$ cat src/rtl/im_loader.sv
// im_loader: byte-stream boot loader feeding the instruction memory.
// Receives a length-prefixed image (count[15:8], count[7:0], then count big-endian words)
// over a valid/ready byte interface. Each assembled word is written to consecutive word
// addresses starting at BASE_ADDR. The CPU is held in reset until the image is complete.
//
// Ports:
//   clk       clock, rising edge
//   reset     synchronous active-low reset
//   rx_valid  byte on rx_data is valid
//   rx_data   stream byte
//   rx_ready  loader accepts a byte this cycle
//   reload    one-cycle pulse, restarts loading from DONE or ERR
//   im_we     instruction memory write strobe (one cycle per word)
//   im_addr   byte address of the write
//   im_wdata  word to write
//   busy      header/data reception in progress
//   done      image fully written
//   err       header count exceeded DEPTH
//   cpu_hold  1 = keep the CPU in reset
module im_loader #(
  parameter logic [31:0] BASE_ADDR = 32'h0000_3000,
  parameter int unsigned DEPTH     = 4096
) (
  input  logic        clk,
  input  logic        reset,
  input  logic        rx_valid,
  input  logic [7:0]  rx_data,
  output logic        rx_ready,
  input  logic        reload,
  output logic        im_we,
  output logic [31:0] im_addr,
  output logic [31:0] im_wdata,
  output logic        busy,
  output logic        done,
  output logic        err,
  output logic        cpu_hold
);

  localparam logic [2:0] StHdr0  = 3'd0;
  localparam logic [2:0] StHdr1  = 3'd1;
  localparam logic [2:0] StData  = 3'd2;
  localparam logic [2:0] StWrite = 3'd3;
  localparam logic [2:0] StDone  = 3'd4;
  localparam logic [2:0] StErr   = 3'd5;

  logic [2:0]  state_q, state_d;
  logic [15:0] count_q, count_d;
  logic [1:0]  byte_idx_q, byte_idx_d;
  logic [15:0] word_idx_q, word_idx_d;
  // Only the first three bytes need buffering; the fourth goes straight to im_wdata.
  logic [23:0] wbuf_q, wbuf_d;

  logic        im_we_d, busy_d, done_d, err_d, cpu_hold_d;
  logic [31:0] im_addr_d, im_wdata_d;
  logic        xfer;
  logic [15:0] hdr_count;

  assign rx_ready  = (state_q == StHdr0) || (state_q == StHdr1) || (state_q == StData);
  assign xfer      = rx_valid && rx_ready;
  assign hdr_count = {count_q[15:8], rx_data};

  always_comb begin
    state_d    = state_q;
    count_d    = count_q;
    byte_idx_d = byte_idx_q;
    word_idx_d = word_idx_q;
    wbuf_d     = wbuf_q;
    im_we_d    = 1'b0;
    im_addr_d  = im_addr;
    im_wdata_d = im_wdata;

    case (state_q)
      StHdr0: begin
        if (xfer) begin
          count_d[15:8] = rx_data;
          state_d       = StHdr1;
        end
      end
      StHdr1: begin
        if (xfer) begin
          count_d    = hdr_count;
          byte_idx_d = 2'd0;
          word_idx_d = 16'd0;
          if (hdr_count == 16'd0) begin
            state_d = StDone;
          end else if (32'(hdr_count) > DEPTH) begin
            state_d = StErr;
          end else begin
            state_d = StData;
          end
        end
      end
      StData: begin
        if (xfer) begin
          wbuf_d     = {wbuf_q[15:0], rx_data};
          byte_idx_d = byte_idx_q + 2'd1;
          if (byte_idx_q == 2'd3) begin
            // Register the write now so im_we is high exactly during WRITE.
            state_d    = StWrite;
            im_we_d    = 1'b1;
            im_wdata_d = {wbuf_q, rx_data};
            im_addr_d  = BASE_ADDR + {14'd0, word_idx_q, 2'b00};
          end
        end
      end
      StWrite: begin
        word_idx_d = word_idx_q + 16'd1;
        if (32'(word_idx_q) == 32'(count_q) - 32'd1) begin
          state_d = StDone;
        end else begin
          state_d = StData;
        end
      end
      StDone, StErr: begin
        if (reload) begin
          state_d    = StHdr0;
          count_d    = 16'd0;
          byte_idx_d = 2'd0;
          word_idx_d = 16'd0;
        end
      end
      default: state_d = StHdr0;
    endcase

    busy_d     = (state_d == StHdr0) || (state_d == StHdr1) ||
                 (state_d == StData) || (state_d == StWrite);
    done_d     = (state_d == StDone);
    err_d      = (state_d == StErr);
    cpu_hold_d = (state_d != StDone);
  end

  always_ff @(posedge clk) begin
    if (!reset) begin
      state_q    <= StHdr0;
      count_q    <= 16'd0;
      byte_idx_q <= 2'd0;
      word_idx_q <= 16'd0;
      wbuf_q     <= 24'd0;
      im_we      <= 1'b0;
      im_addr    <= BASE_ADDR;
      im_wdata   <= 32'd0;
      busy       <= 1'b0;
      done       <= 1'b0;
      err        <= 1'b0;
      cpu_hold   <= 1'b1;
    end else begin
      state_q    <= state_d;
      count_q    <= count_d;
      byte_idx_q <= byte_idx_d;
      word_idx_q <= word_idx_d;
      wbuf_q     <= wbuf_d;
      im_we      <= im_we_d;
      im_addr    <= im_addr_d;
      im_wdata   <= im_wdata_d;
      busy       <= busy_d;
      done       <= done_d;
      err        <= err_d;
      cpu_hold   <= cpu_hold_d;
    end
  end

endmodule

$ cat config.mk
export PLATFORM = sky130hd
export DESIGN_NAME = im_loader
export DESIGN_NICKNAME = d
export VERILOG_FILES = /design/src/rtl/im_loader.sv
export SDC_FILE = /design/constraint.sdc
export NUM_CORES = 1
export LEC_CHECK = 0
export CAP_MARGIN = 15
export CELL_PAD_IN_SITES_DETAIL_PLACEMENT = 2
export CELL_PAD_IN_SITES_GLOBAL_PLACEMENT = 2
export CORE_MARGIN = 3
export CORE_UTILIZATION = 32
export CTS_CLUSTER_DIAMETER = 40
export DETAILED_ROUTE_END_ITERATION = 7
export PLACE_DENSITY_LB_ADDON = 0.25
export SYNTH_ARGS = -nofsm -noshare
export SYNTH_HDL_FRONTEND = slang
export SYNTH_SLANG_ARGS = --single-unit
$ cat constraint.sdc
create_clock -name clk -period 2.65 [get_ports clk]
set_input_delay 0.795 -clock clk [delete_from_list [all_inputs] [get_ports clk]]
set_output_delay 0.795 -clock clk [all_outputs]
set_load 0.05 [all_outputs]
# After elaboration in Yosys (flattened, before gate mapping)
# Cells that the tools add are included.
[classes] n_addsub=4 n_lt_le_gt_ge=1 eq_ne=17 muxes=21 bitwise_logic=1 n_reduce_logical=21
[op_table] cell="$pmux 16 s3" count=1
[op_table] cell="$eq 16x32->1" count=1
[op_table] cell="$mux 16" count=2
[op_table] cell="$mux 3" count=8
[op_table] cell="$pmux 8 s3" count=1
[op_table] cell="$add 14x18->19 const A" count=1
[op_table] cell="$sub 16x1->17 const B" count=1
[op_table] cell="$add 16x1->16 const B" count=1
[op_table] cell="$gt 16x13->1 const B" count=1
[op_table] cell="$logic_not 16->1" count=1
[op_table] cell="$mux 8" count=2
[op_table] cell="$pmux 8 s2" count=1
[op_table] cell="$pmux 3 s5" count=1
[op_table] cell="$eq 3x2->1 const B" count=4
[op_table] cell="$eq 3x3->1 const B" count=4
[op_table] cell="$reduce_and 3->1" count=4
[op_table] cell="$ne 2x2->1 const B" count=4
[op_table] cell="$reduce_and 4->1" count=2
[op_table] cell="$eq 3x1->1 const B" count=2
[op_table] cell="$logic_not 3->1" count=2
[op_table] cell="$mux 2" count=3
[op_table] cell="$pmux 2 s3" count=1
[op_table] cell="$reduce_bool 3->1" count=2
[op_table] cell="$logic_or 1x1->1" count=5
[op_table] cell="other kinds (9)" count=10
[totals] reg_bits=130 input_bits=12 out_inout_bits=70 elab_cells=78

# Longest topological paths before layout
[depth] ltp_word=10 depth_mapped=9 depth_no_buf=8

# Worst setup path after synthesis
# No wires, ideal clock.
[synth_path] path_kind="register -> output" startpoint="register state_q[1]" endpoint="output rx_ready" arrival_time_ps=1320 required_ps=1855 path_slack_ps=535 stages_incl_launch_ff=3 path_buffers=1 cell_sequence="dfxtp_1 -> buf_1 -> a21oi_1"
[synth_between] elab_chain_len=3 elab_cells_between_ends=5 cone_classes="2 x eq/ne; 3 x reduce/logical"
[synth_rtl] element="start: declaration" line="46" text="logic [2:0] state_q, state_d;"
[synth_rtl] element="start signal: assignment" line="134" text="state_q <= StHdr0;"
[synth_rtl] element="start signal: assignment" line="147" text="state_q <= state_d;"
[synth_rtl] element="$eq 3x1->1 / $logic_not 3->1 (equally long branches)" line="58" text="assign rx_ready = (state_q == StHdr0) || (state_q == StHdr1) || (state_q == StData);"
[synth_rtl] element="$logic_or 1x1->1" line="58"
[synth_rtl] element="$logic_or 1x1->1 (*)" line="58"
[synth_rtl] element="end: declaration" line="28" text="output logic rx_ready,"
# Every way passes the cells marked *; elsewhere a longest branch is shown, timed or not.

# Final worst setup path
[layout_path] startpoint="input rx_data[3]" endpoint="register state_q[2]"
[layout_between] elab_chain_len=5 elab_cells_between_ends=6 cone_classes="1 x order compare; 4 x mux; 1 x reduce/logical"
[layout_rtl] element="start: declaration" line="27" text="input logic [7:0] rx_data,"
[layout_rtl] element="$gt 16x13->1" line="86" text="end else if (32'(hdr_count) > DEPTH) begin"
[layout_rtl] element="$mux 3" line="86"
[layout_rtl] element="$mux 3 (*)" line="84" text="if (hdr_count == 16'd0) begin"
[layout_rtl] element="$mux 3 (*)" line="80" text="if (xfer) begin"
[layout_rtl] element="$pmux 3 s5 (*)" line="72" text="case (state_q)"
# Marks and branches as above.
# A chain may end at the register's enable or synchronous reset.

==> results.cfg <==
[sta]
hold_ws_ns = 0.464
slew_violations = 0
setup_viol = 0
min_period_ns = 2.56
slew-limit-headroom = 0.614
fin_crit_sh = 0.968
hold_viol_final = 0
maxClockFrequency_ghz = 0.390
setup-tns-final_ns = 0
fin_skew_ns = 0.00462
rsz0062_at_grt = no
tightest_slew_ns = 0.574

[floorplanning]
io_pins = 82
die_w_um = 136
die_area_um2 = 18400
fp-row-count = 46
start_util = 0.333
die_h_um = 136
core_area_um2 = 16200

[yosys]
synth-edff-count = 0
yosysUniqueCellTypes = 56
async_flop_share = 0
ys_seq_elements = 115
yosys_warnings = 0
synthCells = 652
syn_area_um2 = 5380
ys.flop_type = dfxtp_1
postSynthAreaPerCell_um2 = 8.26
yosysSeqAreaShare = 0.428

[drt]
drtIter0Drc = 157
avgViaCountPerCell = 4.99
firstDrtPassIters = 5
wl_per_cell_um = 18.0
routed_wl_mm = 17.2
num_vias = 4741
antenna_left = 0
drc = 0

[clocking]
htreeDepth = 4
cts_root_buf = clkbuf_16
numCtsBuffers = 17
cts_tree = yes
clk_latency_ns = 0.42
hold_buffers = 0
cts_resized = 0
postCtsSetupRepairBufs = 0
cts_sinks = 115
clk_path_buf_depth = 2
clk_pin_slew_ns = 0.05

[setup_path]
regToRegEndpoint = state_q[2]
cp-end-kind = flop
crit_fanout = 3
required_ns = 2.95
path_class = primary input to flop
crit_slowest_cell = nor4_1
cp_top_family = simple AND/OR/NAND/NOR gates
rrSetupSlack_ns = 0.26
rr_startpoint = count_q[1]
max_stage_delay_ns = 0.54
r2r_cells = 8
startpoint_type = primary input
crit_chain = clkdlybuf4s50_1 -> nor4_1 -> nand4_1 -> mux2i_1 -> a31oi_1 -> nor2b_1 -> or2_1
critPathArrivalTime_ns = 2.87
cp.buffers_inverters = 1

[min_path]
hold_depth = 2
hold_path_end = im_addr[6]
hold_class = flop to flop
min_from = im_addr[6]

[global_route]
grt_use_total = 0.196
grt_max_degree = 49
grt_pass1_wl_mm = 28.2
antenna_found_initial = 0
grt_pass1_vias = 5258
grt.overflow.total = 0

[power_and_ir_drop]
clkPwrFrac = 0.476
internal_power_w = 0.00340
combPwrFrac = 0.127
p_switching_w = 0.00119
ir_drop_uv = 494
p_per_area_nw_per_um2 = 667
power_leakage_nw = 2.48
power_frac_seq = 0.397
sw_frac_of_total = 0.259

[place]
place.gp.congestion = 0.860
place.port_buffers = 66
dp.final_hpwl_mm = 12.1

[run]
max-cap-violations = 0

[finish]
diodes = 0
final_cell_mix = 178 x nand2_1, 115 x dfxtp_1, 66 x a21boi_0, 64 x clkdlybuf4s50_1, 29 x nor2_1
fill_cells = 1756
utilization = 0.425
nNetsFinal = 739
area_delta_synth_final_pct = 27.8
layout-drive-gt1-share = 0.0966
final_common_cell = nand2_1

[outcome]
outcome = finished, final reports clean
-- how the worst max path moves through the flow --
stage	cells past startpoint	slack, ns	start	endpoint
after global routing	8	0.03	count_q[1]	state_q[2]
after global placement	7	-0.07	rx_data[3]	done
final	7	0.09	rx_data[3]	state_q[2]
after floorplan	2	0.53	state_q[1]	rx_ready
after CTS	7	0.16	rx_data[3]	state_q[2]
after detailed placement	7	-0.27	rx_data[3]	state_q[2]
-- Yosys cell counts, types with 9 or more instances --
master    instances  area [µm²]
nand3_1          16        80.1
xor2_1           16         140
o21ai_0          19        95.1
dfxtp_1         115        2300
a21boi_0         66         495
buf_4            16         120
xnor2_1          21         184
nand2_1         178         668
nand4_1          11        68.8
nor2_1           29         109
clkbuf_1         28         105
and2_1           19         119
nor2b_1          13        81.3
inv_1             9        33.8
-- kinds of logic after synthesis --
family,after synthesis,share of synthesized area
compound gates,121,0.163
xor+xnor,37,0.0602
fa+ha+maj,5,0.0116
buf+inv,66,0.0630
flops,115,0.428
mux,3,0.00558
other cells,1,0.000697
simple gates,304,0.268
-- worst min-delay path, stage by stage (launching register included) --
cell	delay (ns)
dfxtp_1	0.31
nand2_1	0.05
a21boi_0	0.06
-- final cells by class --
cell class              count  area [µm²]  share of cell area
flip-flops and latches    115        2300               0.335
clock inverters             4        45.0             0.00655
clock buffers              28         517              0.0751
repair buffers             94         913               0.133
well taps                 216         270              0.0393
inverters                   9        33.8             0.00491
multi-input cells         485        2800               0.406
-- stage by stage --
step | instance area (µm²) | setup WS (ns) | instances | total power [W]
global route | 6880 | 0.0341 | 951 | 0.00478
floorplan | 5440 | 0.535 | 666 | 0.00225
detailed placement | 6310 | -0.274 | 919 | 0.00242
global placement | 6310 | -0.0703 | 919 | 0.00239
finish | 6880 | 0.0860 | 951 | 0.00459
CTS | 6880 | 0.164 | 951 | 0.00463
-- power by group through the flow --
stage	clock, W	sequential (W)	combinational, W
after floorplan	0	0.00184	0.000412
after global placement	0	0.00185	0.000538
after detailed placement	0	0.00186	0.000568
after CTS	0.00223	0.00182	0.000583
after global routing	0.00232	0.00183	0.000633
final	0.00219	0.00182	0.000581
-- routing by layer --
metal,track usage,vias up,wire [µm]
met5,0,-,0
met4,0.0677,0,259
met3,0.0375,18,348
met2,0.361,61,9190
met1,0.227,2384,7360
li1,-,2278,-
-- registers in the layout, indices dropped and copies added, names as in the netlist --
name,flops
busy,1
byte_idx_q,2
count_q,16
cpu_hold,1
done,1
err,1
im_addr,17
im_wdata,32
im_we,1
state_q,3
wbuf_q,24
word_idx_q,16
Note: power is estimated with default switching activity, not from simulation.
